File: config.mk
export PLATFORM = sky130hd
export DESIGN_NAME = relu_pack_ctrl
export DESIGN_NICKNAME = d
export VERILOG_FILES = /design/src/rtl/relu_pack_pkg.sv /design/src/rtl/relu_pack_ctrl_relu_out.sv /design/src/rtl/relu_pack_ctrl.sv
export SDC_FILE = /design/constraint.sdc
export NUM_CORES = 1
export LEC_CHECK = 0
export CAP_MARGIN = 25
export CORE_AREA = 2 2 122 124
export DETAILED_ROUTE_END_ITERATION = 6
export DIE_AREA = 0 0 124 126
export SLEW_MARGIN = 20
export SYNTH_ARGS = -nofsm -noshare
export SYNTH_HDL_FRONTEND = slang
export SYNTH_SLANG_ARGS = --single-unit
File: constraint.sdc
create_clock -name clk -period 7.15 [get_ports clk]
set_input_delay 1.0725 -clock clk [delete_from_list [all_inputs] [get_ports clk]]
set_output_delay 1.0725 -clock clk [all_outputs]
set_load 0.05 [all_outputs]
File: src/rtl/relu_pack_pkg.sv
// Shared widths and FSM state encoding for the ReLU/pack activation stage.
package relu_pack_pkg;
  localparam int IN_W  = 16;
  localparam int ACT_W = 8;

  typedef enum logic [1:0] {
    IDLE  = 2'd0,
    RUN   = 2'd1,
    DRAIN = 2'd2,
    DONE  = 2'd3
  } state_t;
endpackage

File: src/rtl/relu_pack_ctrl_relu_out.sv
// ReLU_out: per-element activation datapath.
// Negative accumulators go to zero, others truncate to the low byte with no
// saturation; an optional signed ceiling then clips the result.
import relu_pack_pkg::*;

module ReLU_out (
  input  logic signed [IN_W-1:0]  in_data,
  input  logic                    cmp_flag,
  input  logic signed [ACT_W-1:0] cmp_val,
  output logic signed [ACT_W-1:0] out_data
);

  logic signed [ACT_W-1:0] w_relu;

  // ReLU by truncation followed by the optional signed upper clip
  always_comb begin
    w_relu   = in_data[IN_W-1] ? '0 : ACT_W'(in_data);
    out_data = (cmp_flag && (w_relu > cmp_val)) ? cmp_val : w_relu;
  end

endmodule

File: src/rtl/relu_pack_ctrl.sv
// relu_pack_ctrl: frame controller for the activation stage.
// Accepts a frame of 16-bit accumulator values, runs each through ReLU_out,
// packs LANES bytes per output word (first element in the lowest byte) and
// streams the words out with keep/last marking and a done pulse.
// Optional build macro RELU_PACK_STATS_EN adds zeroed/clipped element counters.
import relu_pack_pkg::*;

module relu_pack_ctrl #(
  parameter int LANES = 4,
  parameter int CNT_W = 16
) (
  input  logic                     clk,
  input  logic                     rst,
  input  logic                     cfg_start,
  input  logic [CNT_W-1:0]         cfg_len,
  input  logic                     cfg_clip_en,
  input  logic [7:0]               cfg_clip_val,
  output logic                     busy,
  output logic                     done,
  input  logic                     in_valid,
  output logic                     in_ready,
  input  logic signed [15:0]       in_data,
  output logic                     out_valid,
  input  logic                     out_ready,
  output logic [8*LANES-1:0]       out_data,
  output logic [LANES-1:0]         out_keep,
  output logic                     out_last
`ifdef RELU_PACK_STATS_EN
  ,
  output logic [CNT_W-1:0]         stat_zeroed,
  output logic [CNT_W-1:0]         stat_clipped
`endif
);

  localparam int             LW        = (LANES > 1) ? $clog2(LANES) : 1;
  localparam logic [LW-1:0]  LAST_LANE = LW'(LANES - 1);

  state_t                  r_state;
  logic [CNT_W-1:0]        r_remaining;
  logic [LW-1:0]           r_lane;
  logic [8*LANES-1:0]      r_pack;
  logic [8*LANES-1:0]      r_out_data;
  logic [LANES-1:0]        r_out_keep;
  logic                    r_out_valid;
  logic                    r_out_last;
  logic                    r_busy;
  logic                    r_done;
  logic                    r_clip_en;
  logic signed [ACT_W-1:0] r_clip_val;

  logic signed [ACT_W-1:0] w_act;
  logic                    w_out_free;
  logic                    w_last_elem;
  logic                    w_word_done;
  logic                    w_in_ready;
  logic                    w_accept;
  logic                    w_start;
  logic [8*LANES-1:0]      w_merged;
  logic [LANES-1:0]        w_keep;

  ReLU_out u_relu (
    .in_data  (in_data),
    .cmp_flag (r_clip_en),
    .cmp_val  (r_clip_val),
    .out_data (w_act)
  );

  // Handshake qualification, pack-buffer merge and keep mask for the current lane
  always_comb begin
    w_out_free  = !r_out_valid || out_ready;
    w_last_elem = (r_remaining == CNT_W'(1));
    w_word_done = (r_lane == LAST_LANE) || w_last_elem;
    // an element that would launch a word waits until the output register frees up
    w_in_ready  = (r_state == RUN) && (r_remaining != '0) && (w_out_free || !w_word_done);
    w_accept    = in_valid && w_in_ready;
    w_start     = cfg_start && (r_state == IDLE);
    w_merged    = r_pack;
    w_merged[r_lane*ACT_W +: ACT_W] = w_act;
    for (int i = 0; i < LANES; i++) begin
      w_keep[i] = (i <= int'(r_lane));
    end
  end

  // Frame FSM, counters, pack buffer and output word register
  always_ff @(posedge clk) begin
    if (rst) begin
      r_state     <= IDLE;
      r_remaining <= '0;
      r_lane      <= '0;
      r_pack      <= '0;
      r_out_data  <= '0;
      r_out_keep  <= '0;
      r_out_valid <= 1'b0;
      r_out_last  <= 1'b0;
      r_busy      <= 1'b0;
      r_done      <= 1'b0;
      r_clip_en   <= 1'b0;
      r_clip_val  <= '0;
    end else begin
      r_done <= 1'b0;
      // the current word leaves on its handshake; a new transfer below overrides this
      if (r_out_valid && out_ready) begin
        r_out_valid <= 1'b0;
      end
      case (r_state)
        IDLE: begin
          if (w_start) begin
            r_clip_en   <= cfg_clip_en;
            r_clip_val  <= cfg_clip_val;
            r_remaining <= cfg_len;
            r_lane      <= '0;
            r_pack      <= '0;
            r_busy      <= 1'b1;
            if (cfg_len == '0) begin
              r_state <= DONE;
              r_done  <= 1'b1;
            end else begin
              r_state <= RUN;
            end
          end
        end
        RUN: begin
          if (w_accept) begin
            r_remaining <= r_remaining - 1'b1;
            if (w_word_done) begin
              r_out_valid <= 1'b1;
              r_out_data  <= w_merged;
              r_out_keep  <= w_keep;
              r_out_last  <= w_last_elem;
              r_pack      <= '0;
              r_lane      <= '0;
            end else begin
              r_pack <= w_merged;
              r_lane <= r_lane + 1'b1;
            end
            if (w_last_elem) begin
              r_state <= DRAIN;
            end
          end
        end
        DRAIN: begin
          // only the final word can be pending here
          if (r_out_valid && out_ready) begin
            r_state <= DONE;
            r_done  <= 1'b1;
          end
        end
        DONE: begin
          r_state <= IDLE;
          r_busy  <= 1'b0;
        end
        default: r_state <= IDLE;
      endcase
    end
  end

  assign busy      = r_busy;
  assign done      = r_done;
  assign in_ready  = w_in_ready;
  assign out_valid = r_out_valid;
  assign out_data  = r_out_data;
  assign out_keep  = r_out_keep;
  assign out_last  = r_out_last;

`ifdef RELU_PACK_STATS_EN
  logic [CNT_W-1:0]        r_stat_zeroed;
  logic [CNT_W-1:0]        r_stat_clipped;
  logic                    w_zeroed;
  logic                    w_clipped;
  logic signed [ACT_W-1:0] w_relu_raw;

  // Classify the element being offered: zeroed by ReLU, or replaced by the ceiling
  always_comb begin
    w_zeroed   = in_data[IN_W-1];
    w_relu_raw = w_zeroed ? '0 : ACT_W'(in_data);
    w_clipped  = r_clip_en && (w_relu_raw > r_clip_val);
  end

  // Saturating per-frame statistics, cleared on start and held after the frame
  always_ff @(posedge clk) begin
    if (rst || w_start) begin
      r_stat_zeroed  <= '0;
      r_stat_clipped <= '0;
    end else if (w_accept) begin
      if (w_zeroed && !(&r_stat_zeroed)) begin
        r_stat_zeroed <= r_stat_zeroed + 1'b1;
      end
      if (w_clipped && !(&r_stat_clipped)) begin
        r_stat_clipped <= r_stat_clipped + 1'b1;
      end
    end
  end

  assign stat_zeroed  = r_stat_zeroed;
  assign stat_clipped = r_stat_clipped;
`endif

endmodule

# After elaboration in Yosys (flattened, before gate mapping)
# Index checks and enable logic that the tools add are counted.
# W data, S select, Z words.
[totals]
register_bits = 101
elab_cells = 81
[classes]
addsub = 3
order_cmp = 4
eq_ne = 9
n_shift = 2
n_mux = 30
reduce_logical = 21
[op_table]
columns = ["op", "count"]
rows = [
  ["$mux W32", 3],
  ["$pmux W32 S2", 1],
  ["$neg A5 Y34", 1],
  ["$shift A8 B34 Y32 const A", 1],
  ["$shiftx A8 B34 Y32", 1],
  ["$bwmux W32", 1],
  ["$mux W16", 2],
  ["$pmux W16 S2", 1],
  ["$eq A16 B1 Y1 const B", 1],
  ["$logic_not A16 Y1", 1],
  ["$mux W2", 8],
  ["$mux W8", 2],
  ["$reduce_bool A16 Y1", 1],
  ["$sub A16 B1 Y16 const B", 1],
  ["$gt A8 B8 Y1", 1],
  ["$mux W1", 8],
  ["$ne A2 B2 Y1 const B", 4],
  ["$pmux W2 S4", 1],
  ["$eq A2 B2 Y1 const B", 3],
  ["$logic_and A1 B1 Y1", 6],
  ["$reduce_and A3 Y1", 2],
  ["$le A2 B2 Y1 const A", 2],
  ["$pmux W1 S2", 2],
  ["$pmux W2 S2", 1],
  ["other kinds (9)", 14],
]

# Logic depth before layout (Yosys ltp)
# Gate-level depths: netlist (run 1).
[depth]
word_depth = 9
ltp_mapped = 10

# Hierarchy
# Synthesis (run 1) repeated with hierarchy kept, for this count alone.
[unflattened]
cells_unflattened = 705
hier_area_um2 = 5514.0
[by_module_without_submodules]
columns = ["module", "instances", "cells_each", "area_each_um2", "seq_area_each_um2"]
rows = [
  ["relu_pack_ctrl", 1, 660, 5106.1, 2021.9],
  ["ReLU_out", 1, 45, 407.9, 0.0],
]

# Worst setup path before layout (run 1)
# Ideal clock, no wire load.
[synth_path]
kind = "input -> register"
from = "input in_data[5]"
to = "register r_out_data[10], in the netlist out_data[10]"
setup_time_ns = 0.141
t_arrival_ns = 3.121
setup_slack_ns = 3.888
path_stages = 8
cell_sequence = "nor2b_1 -> ha_1 -> a21o_1 -> a2111oi_0 -> nand3_1 -> nand2_1 -> mux2i_1 -> o211ai_1"
[synth_between]
elab_chain_cells = 6
[synth_lines]
columns = ["item", "line_no", "source"]
rows = [
  ["from (decl)", "relu_pack_ctrl.sv:22", "input logic signed [15:0] in_data,"],
  ["$mux W8 *", "relu_pack_ctrl_relu_out.sv:17", "w_relu = in_data[IN_W-1] ? '0 : ACT_W'(in_data);"],
  ["$gt A8 B8 Y1", "relu_pack_ctrl_relu_out.sv:18", "out_data = (cmp_flag && (w_relu > cmp_val)) ? cmp_val : w_relu;"],
  ["$logic_and A1 B1 Y1", "relu_pack_ctrl_relu_out.sv:18", ""],
  ["$mux W8 *", "relu_pack_ctrl_relu_out.sv:18", ""],
  ["$shiftx A8 B34 Y32 *", "relu_pack_ctrl.sv:78", "w_merged[r_lane*ACT_W +: ACT_W] = w_act;"],
  ["$bwmux W32 *", "relu_pack_ctrl.sv:78", ""],
  ["to (signal assigned)", "relu_pack_ctrl.sv:127", "r_out_data <= w_merged;"],
  ["to (decl)", "relu_pack_ctrl.sv:42", "logic [8*LANES-1:0] r_out_data;"],
]
# Every way passes the cells marked *; elsewhere a longest branch is shown, timed or not.
# A chain may end at the register's enable or synchronous reset.

# Worst setup path after layout (run 1)
[layout_path]
from = "register r_state[1]"
to = "output in_ready"
[layout_between]
elab_chain_cells = 3
[layout_lines]
columns = ["item", "line_no", "source"]
rows = [
  ["from (decl)", "relu_pack_ctrl.sv:38", "state_t r_state;"],
  ["from (signal assigned)", "relu_pack_ctrl.sv:87", "r_state <= IDLE;"],
  ["from (signal assigned)", "relu_pack_ctrl.sv:115", "r_state <= DONE;"],
  ["from (signal assigned)", "relu_pack_ctrl.sv:118", "r_state <= RUN;"],
  ["$eq A2 B1 Y1", "relu_pack_ctrl.sv:74", "w_in_ready = (r_state == RUN) && (r_remaining != '0) && (w_out_free || !w_word_done);"],
  ["$logic_and A1 B1 Y1 (2 in a row)", "relu_pack_ctrl.sv:74", ""],
  ["to (decl)", "relu_pack_ctrl.sv:21", "output logic in_ready,"],
]
# Every way passes these cells.

==> run summary, run 1 <==
GRT Residual Overflow: 0
Final nets: 684
crit start category: register
Mean Syn Cell Area: 9.027 sq um
GPL Wtd Cong: 0.8846
status: finished clean
drt first-iter violations: 370
CTS tree: done
WS Path Type: register to output port
first-pass GRT wire length: 21200 um
power density over the cells: 306.2 nW/um^2
Netlist cell types: 57
critical path required time: 6.08 ns
Final Cycle Share: 61.88%
worst hold path class: register to register
commonest non-fill, non-tap cell in the layout: dfxtp_1
GRT Total Usage: 17.18%
total CTS buffers: 9
syn_nets: 616
Cell Chain, Critical Path: inv_1 > ha_1 > inv_1 > nor2_1 > clkdlybuf4s50_1
Slew HR: 31.41%
min cycle time layout: 4.425 ns
setup bufs post-CTS: 0
later-pin clock latency in the skew report: 0.35 ns
CTS Buffer Depth: 2
vias in the first global route: 4155
share of cells above drive strength 1: 7.235%
port bufs: 79
Top cell by count, worst path: inv_1
Seq/Total Area, Yosys: 40.80%
CP max stage cell: clkdlybuf4s50_1
initial antenna violation count: 0
post-synthesis register bit count: 101
Leakage: 0.002108 uW
num rows: 44
Horiz. Die Dim: 124 um
Final setup viols: 0
die area: 15620 sq um
core area: 14310 sq um
total iterations of the first detailed-routing run: 4
crit path DAT: 3.35 ns
clk_skew: 0.009937 ns
Layout Cells excl Fill: 806
Design Area, Final: 6185 sq um
EDFF count, synth: 0
Worst setup EP type: output port
root buffer cell: clkbuf_16
largest net degree at the start of global routing: 83
CP max stage delay: 0.83 ns
max_cap viols: 0
Area Growth Syn to Fin: 24.79%
RSZ-0062 raised after global routing: no
drt total wl: 13190 um
starting density of the core: 34.62%
max-slew violations: 0
wire per inst: 16.36 um
setup TNS: 0 ns
# hold bufs at CTS: 0
Via density: 5.454
via count: 4396
Slew @ Worst Pin: 1.000 ns
Yosys warnings: 0
Main synth FF type: dfxtp_1
worst vdd ir: 162.0 uV
worst-path fanout max: 30
DP Wirelength: 9142 um
dpl cell area: 5867 sq um
clock slew at reported path FFs: 0.07 ns
DRC viols: 0
IO Pins: 87
CTS H-tree lvls: 3
Vert. Die Dim: 126 um
post-cts repair resize count: 0
Hold Fails Final Rpt: 0
Antenna Cells: 0
number of routed nets with antenna violations: 0
share of flip-flops with an asynchronous set or reset: 0%
clock sink count: 101
Cells after DPL: 789
Synth Instances: 549
most frequent cells in the layout: dfxtp_1, clkdlybuf4s50_1, nand2_1
Synth Cell Area: 4956 sq um
f_max: 226.0 MHz
[cells in the mapped netlist (12+ instances only)]
master / n / share of area, %
dfxtp_1: 101 / 41
nand2_1: 47 / 3.6
nand3_1: 37 / 3.7
a21oi_1: 36 / 3.6
o2bb2ai_1: 36 / 6.4
o211ai_1: 34 / 5.2
nand3b_1: 33 / 5.0
nor2_1: 31 / 2.3
ha_1: 21 / 5.3
inv_1: 21 / 1.6
clkbuf_1: 17 / 1.3
o21ai_0: 13 / 1.3
nor3_1: 12 / 1.2
[state kept, by name, summed over array words and instances, names as in the netlist]
name,count
r_state,2
r_clip_en,1
out_data,32
out_valid,1
done,1
out_keep,4
r_clip_val,8
out_last,1
r_lane,2
busy,1
r_remaining,16
r_pack,32
[final timing paths]
kind | cells after the start | from | slack, ns | end
max reg2reg | 8 | r_clip_val[5]$_SDFFE_PP0P_ | 3.88 | out_data[26]$_SDFFE_PP0P_
min | 2 | r_clip_en$_SDFFE_PP0P_ | 0.46 | r_clip_en$_SDFFE_PP0P_
min reg2reg | 2 | r_clip_en$_SDFFE_PP0P_ | 0.46 | r_clip_en$_SDFFE_PP0P_
max | 5 | r_state[1]$_SDFFE_PP0P_ | 2.73 | in_ready
[worst max-delay path: cells and delay by family, from the launching register on]
kind / cells / cell delay (ns)
DFF: 1 / 0.34
buffers and inverters: 3 / 1.62
adders and majority gates: 1 / 0.76
and+or+nand+nor: 1 / 0.26
[where the power goes]
| part | internal, uW | switching (uW) | leakage (uW) |
|---|---|---|---|
| Combinational | 250 | 472 | 0.00114 |
| Clock | 277 | 229 | 0.000146 |
| Sequential | 613 | 53.6 | 0.000818 |
| Total | 1140 | 755 | 0.00211 |
[layer usage]
metal / global-route usage, % / vias up / part of all wire, %
met5: 0 / - / 0
met4: 5.420 / 0 / 1.6
met3: 3.306 / 15 / 4.4
met2: 28.28 / 104 / 47
met1: 22.61 / 2087 / 47
li1: - / 2190 / -
[area by class of cell]
cell class                      count  area, sq um
Fill cell                        1453         8129
Clock buffer                        9        225.2
Sequential cell                   101         2022
Timing Repair Buffer               83        815.8
Multi-Input combinational cell    401         2731
Clock inverter                      7        81.33
Inverter                           21        78.83
Tap cell                          184        230.2
[cells by family after synthesis]
group / synth area share, %
and+or+nand+nor: 23.58
AOI/OAI and AO/OA: 24.31
DFF: 40.80
buffers and inverters: 4.166
adders and majority gates: 5.302
muxes: 1.843
[stage by stage]
step | util [%] | total power, uW | hold WS (ns) | setup WS (ns)
after floorplan | - | 1222 | 0.4320 | 3.888
after global placement | 40.94 | 1376 | 0.4438 | 2.468
after detailed placement | 40.99 | 1394 | 0.4458 | 2.408
after CTS | 43.13 | 1900 | 0.4643 | 2.749
after global routing | 43.21 | 2008 | 0.4771 | 2.487
final | 43.21 | 1894 | 0.4604 | 2.725
No activity file was read; power rests on OpenSTA's default activity.
==> run 2: changes to the inputs <==
- clock period: 7.15 -> 3.8 ns (I/O delays scaled with it)
==> run summary, run 2 (same netlist as run 1, synthesis figures left out) <==
Int Power: 2119 uW (+86%)
later-pin clock latency in the skew report: 0.36 ns (about the same)
Slew @ Worst Pin: 0.9022 ns (-0.09801 ns)
wire per inst: 16.68 um (+2.0%)
crit path DAT: 3.42 ns (+0.07 ns)
initial antenna violation count: 0 (unchanged)
status: finished clean
setup TNS: 0 ns (unchanged)
total iterations of the first detailed-routing run: 5 (+1)
DRC viols: 0 (unchanged)
CP max stage cell: a2111oi_0
CTS Buffer Depth: 2 (unchanged)
clock sink count: 101 (unchanged)
clock slew at reported path FFs: 0.07 ns (about the same)
setup bufs post-CTS: 0 (unchanged)
pre-CTS setup slack: 0.2310 ns (-2.177 ns)
Slew HR: 39.85% (+8.4 points)
number of routed nets with antenna violations: 0 (unchanged)
GRT Total Usage: 18.27% (+1.1 points)
# hold bufs at CTS: 0 (unchanged)
Final setup viols: 0 (unchanged)
num rows: 44 (unchanged)
root buffer cell: clkbuf_16
first-pass GRT wire length: 22510 um (+6.2%)
f_max: 312.9 MHz
port bufs: 79 (unchanged)
commonest non-fill, non-tap cell in the layout: dfxtp_1
vias in the first global route: 4395 (+5.8%)
Antenna Cells: 0 (unchanged)
worst vdd ir: 256.9 uV (+59%)
WP buf/inv: 3 (unchanged)
Hold Fails Final Rpt: 0 (unchanged)
DP Wirelength: 9424 um (+3.1%)
clock share of power: 25.0% (-1.7 points)
Vert. Die Dim: 126 um (unchanged)
power density over the cells: 567.3 nW/um^2 (+85%)
RSZ-0062 raised after global routing: no
Cells after DPL: 799 (+1.3%)
most frequent cells in the layout: dfxtp_1, clkdlybuf4s50_1, nand2_1
Area Growth Syn to Fin: 26.08%
dpl cell area: 5942 sq um (+1.3%)
min cycle time layout: 3.196 ns
clk_skew: 0.006991 ns (-0.002946 ns)
CP max stage delay: 0.59 ns (-0.24 ns)
Cell Chain, Critical Path: clkdlybuf4s50_1 > nor2b_1 > ha_1 > a21o_1 > a2111oi_0 > a21oi_1 > nand2_1 > buf_4 > mux2i_1 > buf_4 > o211ai_1
total CTS buffers: 9 (unchanged)
crit start category: input port
GRT Residual Overflow: 0 (unchanged)
worst-path fanout max: 8 (-73%)
Top cell by count, worst path: buf_4
max-slew violations: 0 (unchanged)
Design Area, Final: 6248 sq um (+1.0%)
IO Pins: 87 (unchanged)
Via density: 5.494 (+0.73%)
switching power share of the total: 40.22% (+0.39 points)
drt total wl: 13610 um (+3.2%)
max_cap viols: 0 (unchanged)
CTS H-tree lvls: 3 (unchanged)
starting density of the core: 34.62% (unchanged)
Comb pwr share: 39.6% (+1.5 points)
Layout Cells excl Fill: 816 (+1.2%)
share of cells above drive strength 1: 8.386% (+1.2 points)
worst hold path class: register to register
WS Path Type: input port to register
drt first-iter violations: 329 (-11%)
die area: 15620 sq um (unchanged)
via count: 4483 (+2.0%)
Final Cycle Share: 84.09%
Horiz. Die Dim: 124 um (unchanged)
cell family with most CP delay: compound AO/OA/AOI/OAI gates
critical path required time: 4.03 ns (-2.05 ns)
CTS tree: done
largest net degree at the start of global routing: 60 (-28%)
final worst slack: 0.6044 ns (-2.121 ns)
Leakage: 0.002153 uW (+2.1%)
core area: 14310 sq um (unchanged)
Final nets: 694 (+1.5%)
GPL Wtd Cong: 0.8798 (-0.54%)
Worst setup EP type: register
post-cts repair resize count: 0 (unchanged)
Reg power frac: 35.4% (+0.2 points)
Sw Pwr: 1426 uW (+89%)
==> run 2: path summary, 6_finish.rpt <==
kind / startpoint / to / slack, ns / cells past startpoint
min reg2reg: r_clip_en$_SDFFE_PP0P_ / r_clip_en$_SDFFE_PP0P_ / 0.46 / 2
min: r_clip_en$_SDFFE_PP0P_ / r_clip_en$_SDFFE_PP0P_ / 0.46 / 2
max reg2reg: r_remaining[0]$_SDFFE_PP0P_ / out_data[29]$_SDFFE_PP0P_ / 0.83 / 8
max: in_data[15] / out_data[29]$_SDFFE_PP0P_ / 0.60 / 11
==> run 2: per-layer routing <==
layer | GRT usage (%) | vias to the layer above | part of all wire, %
met5 | 0 | - | 0
met4 | 4.362 | 0 | 1.0
met3 | 4.529 | 11 | 5.3
met2 | 29.51 | 123 | 49
met1 | 24.48 | 2149 | 45
li1 | - | 2200 | -
==> run 2: power by group through the flow <==
stage               registers, uW  clock network, uW  logic, uW
finish                       1260                886       1400
global placement             1270                  0       1360
CTS                          1250                910       1390
floorplan                    1270                  0       1030
detailed placement           1280                  0       1390
global route                 1270                951       1550
==> run 2: layout make-up <==
class | instances | area (sq um)
clock buffer | 11 | 242.7
multi-input combinational | 401 | 2728
sequential | 101 | 2022
inverter | 21 | 78.83
timing repair buffer | 93 | 903.4
fill | 1455 | 8065
clock inverter | 5 | 43.79
tap | 184 | 230.2
==> run 2: per-stage QoR <==
stage               power [uW]  hold WS, ns  utilization, %
floorplan                 2298       0.4320               -
global placement          2630       0.4433           41.51
detailed placement        2663       0.4460           41.51
CTS                       3555       0.4652           43.51
global route              3770       0.4868           43.65
finish                    3545       0.4633           43.65
==> run 2: worst min-delay path, delay by kind of cell, from the launching register on <==
kind	cells	cell delay, ns
flops	1	0.31
simple gates	1	0.05
compound gates	1	0.05
==> run 3: changes to the inputs <==
- clock period: 3.8 -> 2.9 ns (I/O delays scaled with it)
==> run summary, run 3 (same netlist as run 1, synthesis figures left out) <==
min cycle time layout: 2.715 ns
num rows: 44 (unchanged)
Sw Pwr: 1903 uW (+34%)
cell family with most CP delay: compound AO/OA/AOI/OAI gates
GRT Total Usage: 17.78% (-0.49 points)
switching power share of the total: 39.21% (-1.0 points)
Critical Path Start: in_data[15]
most frequent cells in the layout: dfxtp_1, clkdlybuf4s50_1, nand2_1
Final Cycle Share: 93.61%
worst r2r src: r_remaining[12]$_SDFFE_PP0P_
clock sink count: 101 (unchanged)
GRT Residual Overflow: 0 (unchanged)
setup TNS: 0 ns (unchanged)
setup bufs post-CTS: 0 (unchanged)
Antenna Cells: 0 (unchanged)
vias in the first global route: 4365 (-0.68%)
Vert. Die Dim: 126 um (unchanged)
Final nets: 712 (+2.6%)
via count: 4606 (+2.7%)
# hold bufs at CTS: 0 (unchanged)
DRC viols: 0 (unchanged)
Slew @ Worst Pin: 0.5849 ns (-0.3173 ns)
commonest non-fill, non-tap cell in the layout: dfxtp_1
DP Wirelength: 9848 um (+4.5%)
crit path DAT: 2.99 ns (-0.43 ns)
drt total wl: 13690 um (+0.58%)
CP max stage cell: clkdlybuf4s50_1
wire per inst: 16.42 um (-1.6%)
Int Power: 2951 uW (+39%)
IO Pins: 87 (unchanged)
port bufs: 79 (unchanged)
drt first-iter violations: 415 (+26%)
later-pin clock latency in the skew report: 0.35 ns (about the same)
power density over the cells: 756.1 nW/um^2 (+33%)
Final setup viols: 0 (unchanged)
largest net degree at the start of global routing: 46 (-23%)
Slew HR: 61.01% (+21 points)
clock share of power: 25.3% (+0.3 points)
Reg power frac: 33.9% (-1.5 points)
Comb pwr share: 40.8% (+1.2 points)
RSZ-0062 raised after global routing: no
WS Path Type: input port to register
clock slew at reported path FFs: 0.07 ns (about the same)
Worst setup EP type: register
initial antenna violation count: 0 (unchanged)
CP max stage delay: 0.44 ns (-0.15 ns)
Via density: 5.523 (+0.53%)
worst-path fanout max: 8 (unchanged)
post-cts repair resize count: 0 (unchanged)
final core utilization: 44.86% (+1.2 points)
share of cells above drive strength 1: 11.08% (+2.7 points)
final worst slack: 0.1853 ns (-0.4191 ns)
max-slew violations: 0 (unchanged)
Horiz. Die Dim: 124 um (unchanged)
f_max: 368.4 MHz
Area Growth Syn to Fin: 29.56%
worst hold path class: register to register
Hold Fails Final Rpt: 0 (unchanged)
WHS: 0.4640 ns (+0.0006780 ns)
pre-CTS setup slack: -0.2412 ns (-0.4722 ns)
core area: 14310 sq um (unchanged)
CTS tree: done
Leakage: 0.002267 uW (+5.3%)
starting density of the core: 34.62% (unchanged)
CTS Buffer Depth: 2 (unchanged)
max_cap viols: 0 (unchanged)
Cell Chain, Critical Path: clkdlybuf4s50_1 > nor2b_1 > ha_1 > a21o_1 > a2111oi_1 > buf_4 > a21oi_1 > nand2_1 > buf_12 > mux2_2 > o211ai_1
root buffer cell: clkbuf_16
total iterations of the first detailed-routing run: 5 (unchanged)
Hold Path Origin: r_pack[19]$_SDFFE_PP0P_
worst vdd ir: 460.5 uV (+79%)
total CTS buffers: 9 (unchanged)
WP buf/inv: 3 (unchanged)
number of routed nets with antenna violations: 0 (unchanged)
die area: 15620 sq um (unchanged)
crit start category: input port
critical path required time: 3.17 ns (-0.86 ns)
first-pass GRT wire length: 21870 um (-2.8%)
CTS H-tree lvls: 3 (unchanged)
status: finished clean
clk_skew: 0.007125 ns (+0.0001339 ns)
GPL Wtd Cong: 0.8234 (-6.4%)
==> run 3: changes by cell type in the layout (fill, tap and decap cells not counted) <==
cell / before / now
a2111oi_1: 0 / 1
buf_4: 13 / 30
clkdlybuf4s50_1: 78 / 77
bufinv_16: 0 / 1
buf_12: 1 / 3
a2111oi_0: 1 / 0
clkinvlp_4: 2 / 1
clkinv_2: 0 / 1
clkbuf_8: 1 / 0
==> run 3: per-layer routing <==
metal / track usage (%) / vias up / wire, um
met5: 0 / - / 0
li1: - / 2245 / -
met2: 29.61 / 154 / 6587
met1: 22.43 / 2190 / 6006
met4: 5.023 / 0 / 215
met3: 4.891 / 17 / 883
==> run 3: final timing paths <==
kind,to,slack (ns),cells past startpoint
setup / recovery,out_data[24]$_SDFFE_PP0P_,0.19,11
hold / removal,r_pack[19]$_SDFFE_PP0P_,0.46,1
hold reg to reg,r_pack[19]$_SDFFE_PP0P_,0.46,1
setup reg to reg,out_data[30]$_SDFFE_PP0P_,0.37,7
==> run 3: power by group through the flow <==
stage / Clock [uW] / Sequential [uW] / Combinational (uW)
finish: 1230 / 1650 / 1980
global route: 1300 / 1660 / 2160
CTS: 1250 / 1640 / 1970
detailed placement: 0 / 1680 / 1960
global placement: 0 / 1670 / 1910
floorplan: 0 / 1660 / 1350
==> run 3: cell type report <==
class / count / area, sq um
Clock buffer: 10 / 229.0
Inverter: 21 / 78.83
Fill cell: 1417 / 7893
Clock inverter: 6 / 71.32
Tap cell: 184 / 230.2
Multi-Input combinational cell: 401 / 2729
Timing Repair Buffer: 111 / 1061
Sequential cell: 101 / 2022
==> run 3: worst reg2reg max path: cells and delay by family (launching register included) <==
| kind | cells | cell delay [ns] |
|---|---|---|
| buf+inv | 1 | 0.25 |
| flops | 1 | 0.37 |
| compound gates | 2 | 0.63 |
| simple gates | 4 | 1.21 |
==> run 3: per-stage QoR <==
step                cells  power, uW  cell area (sq um)
global placement      818       3577               6120
CTS                   834       4868               6420
global route          834       5133               6421
floorplan             549       3012               4956
detailed placement    818       3634               6120
finish                834       4855               6421
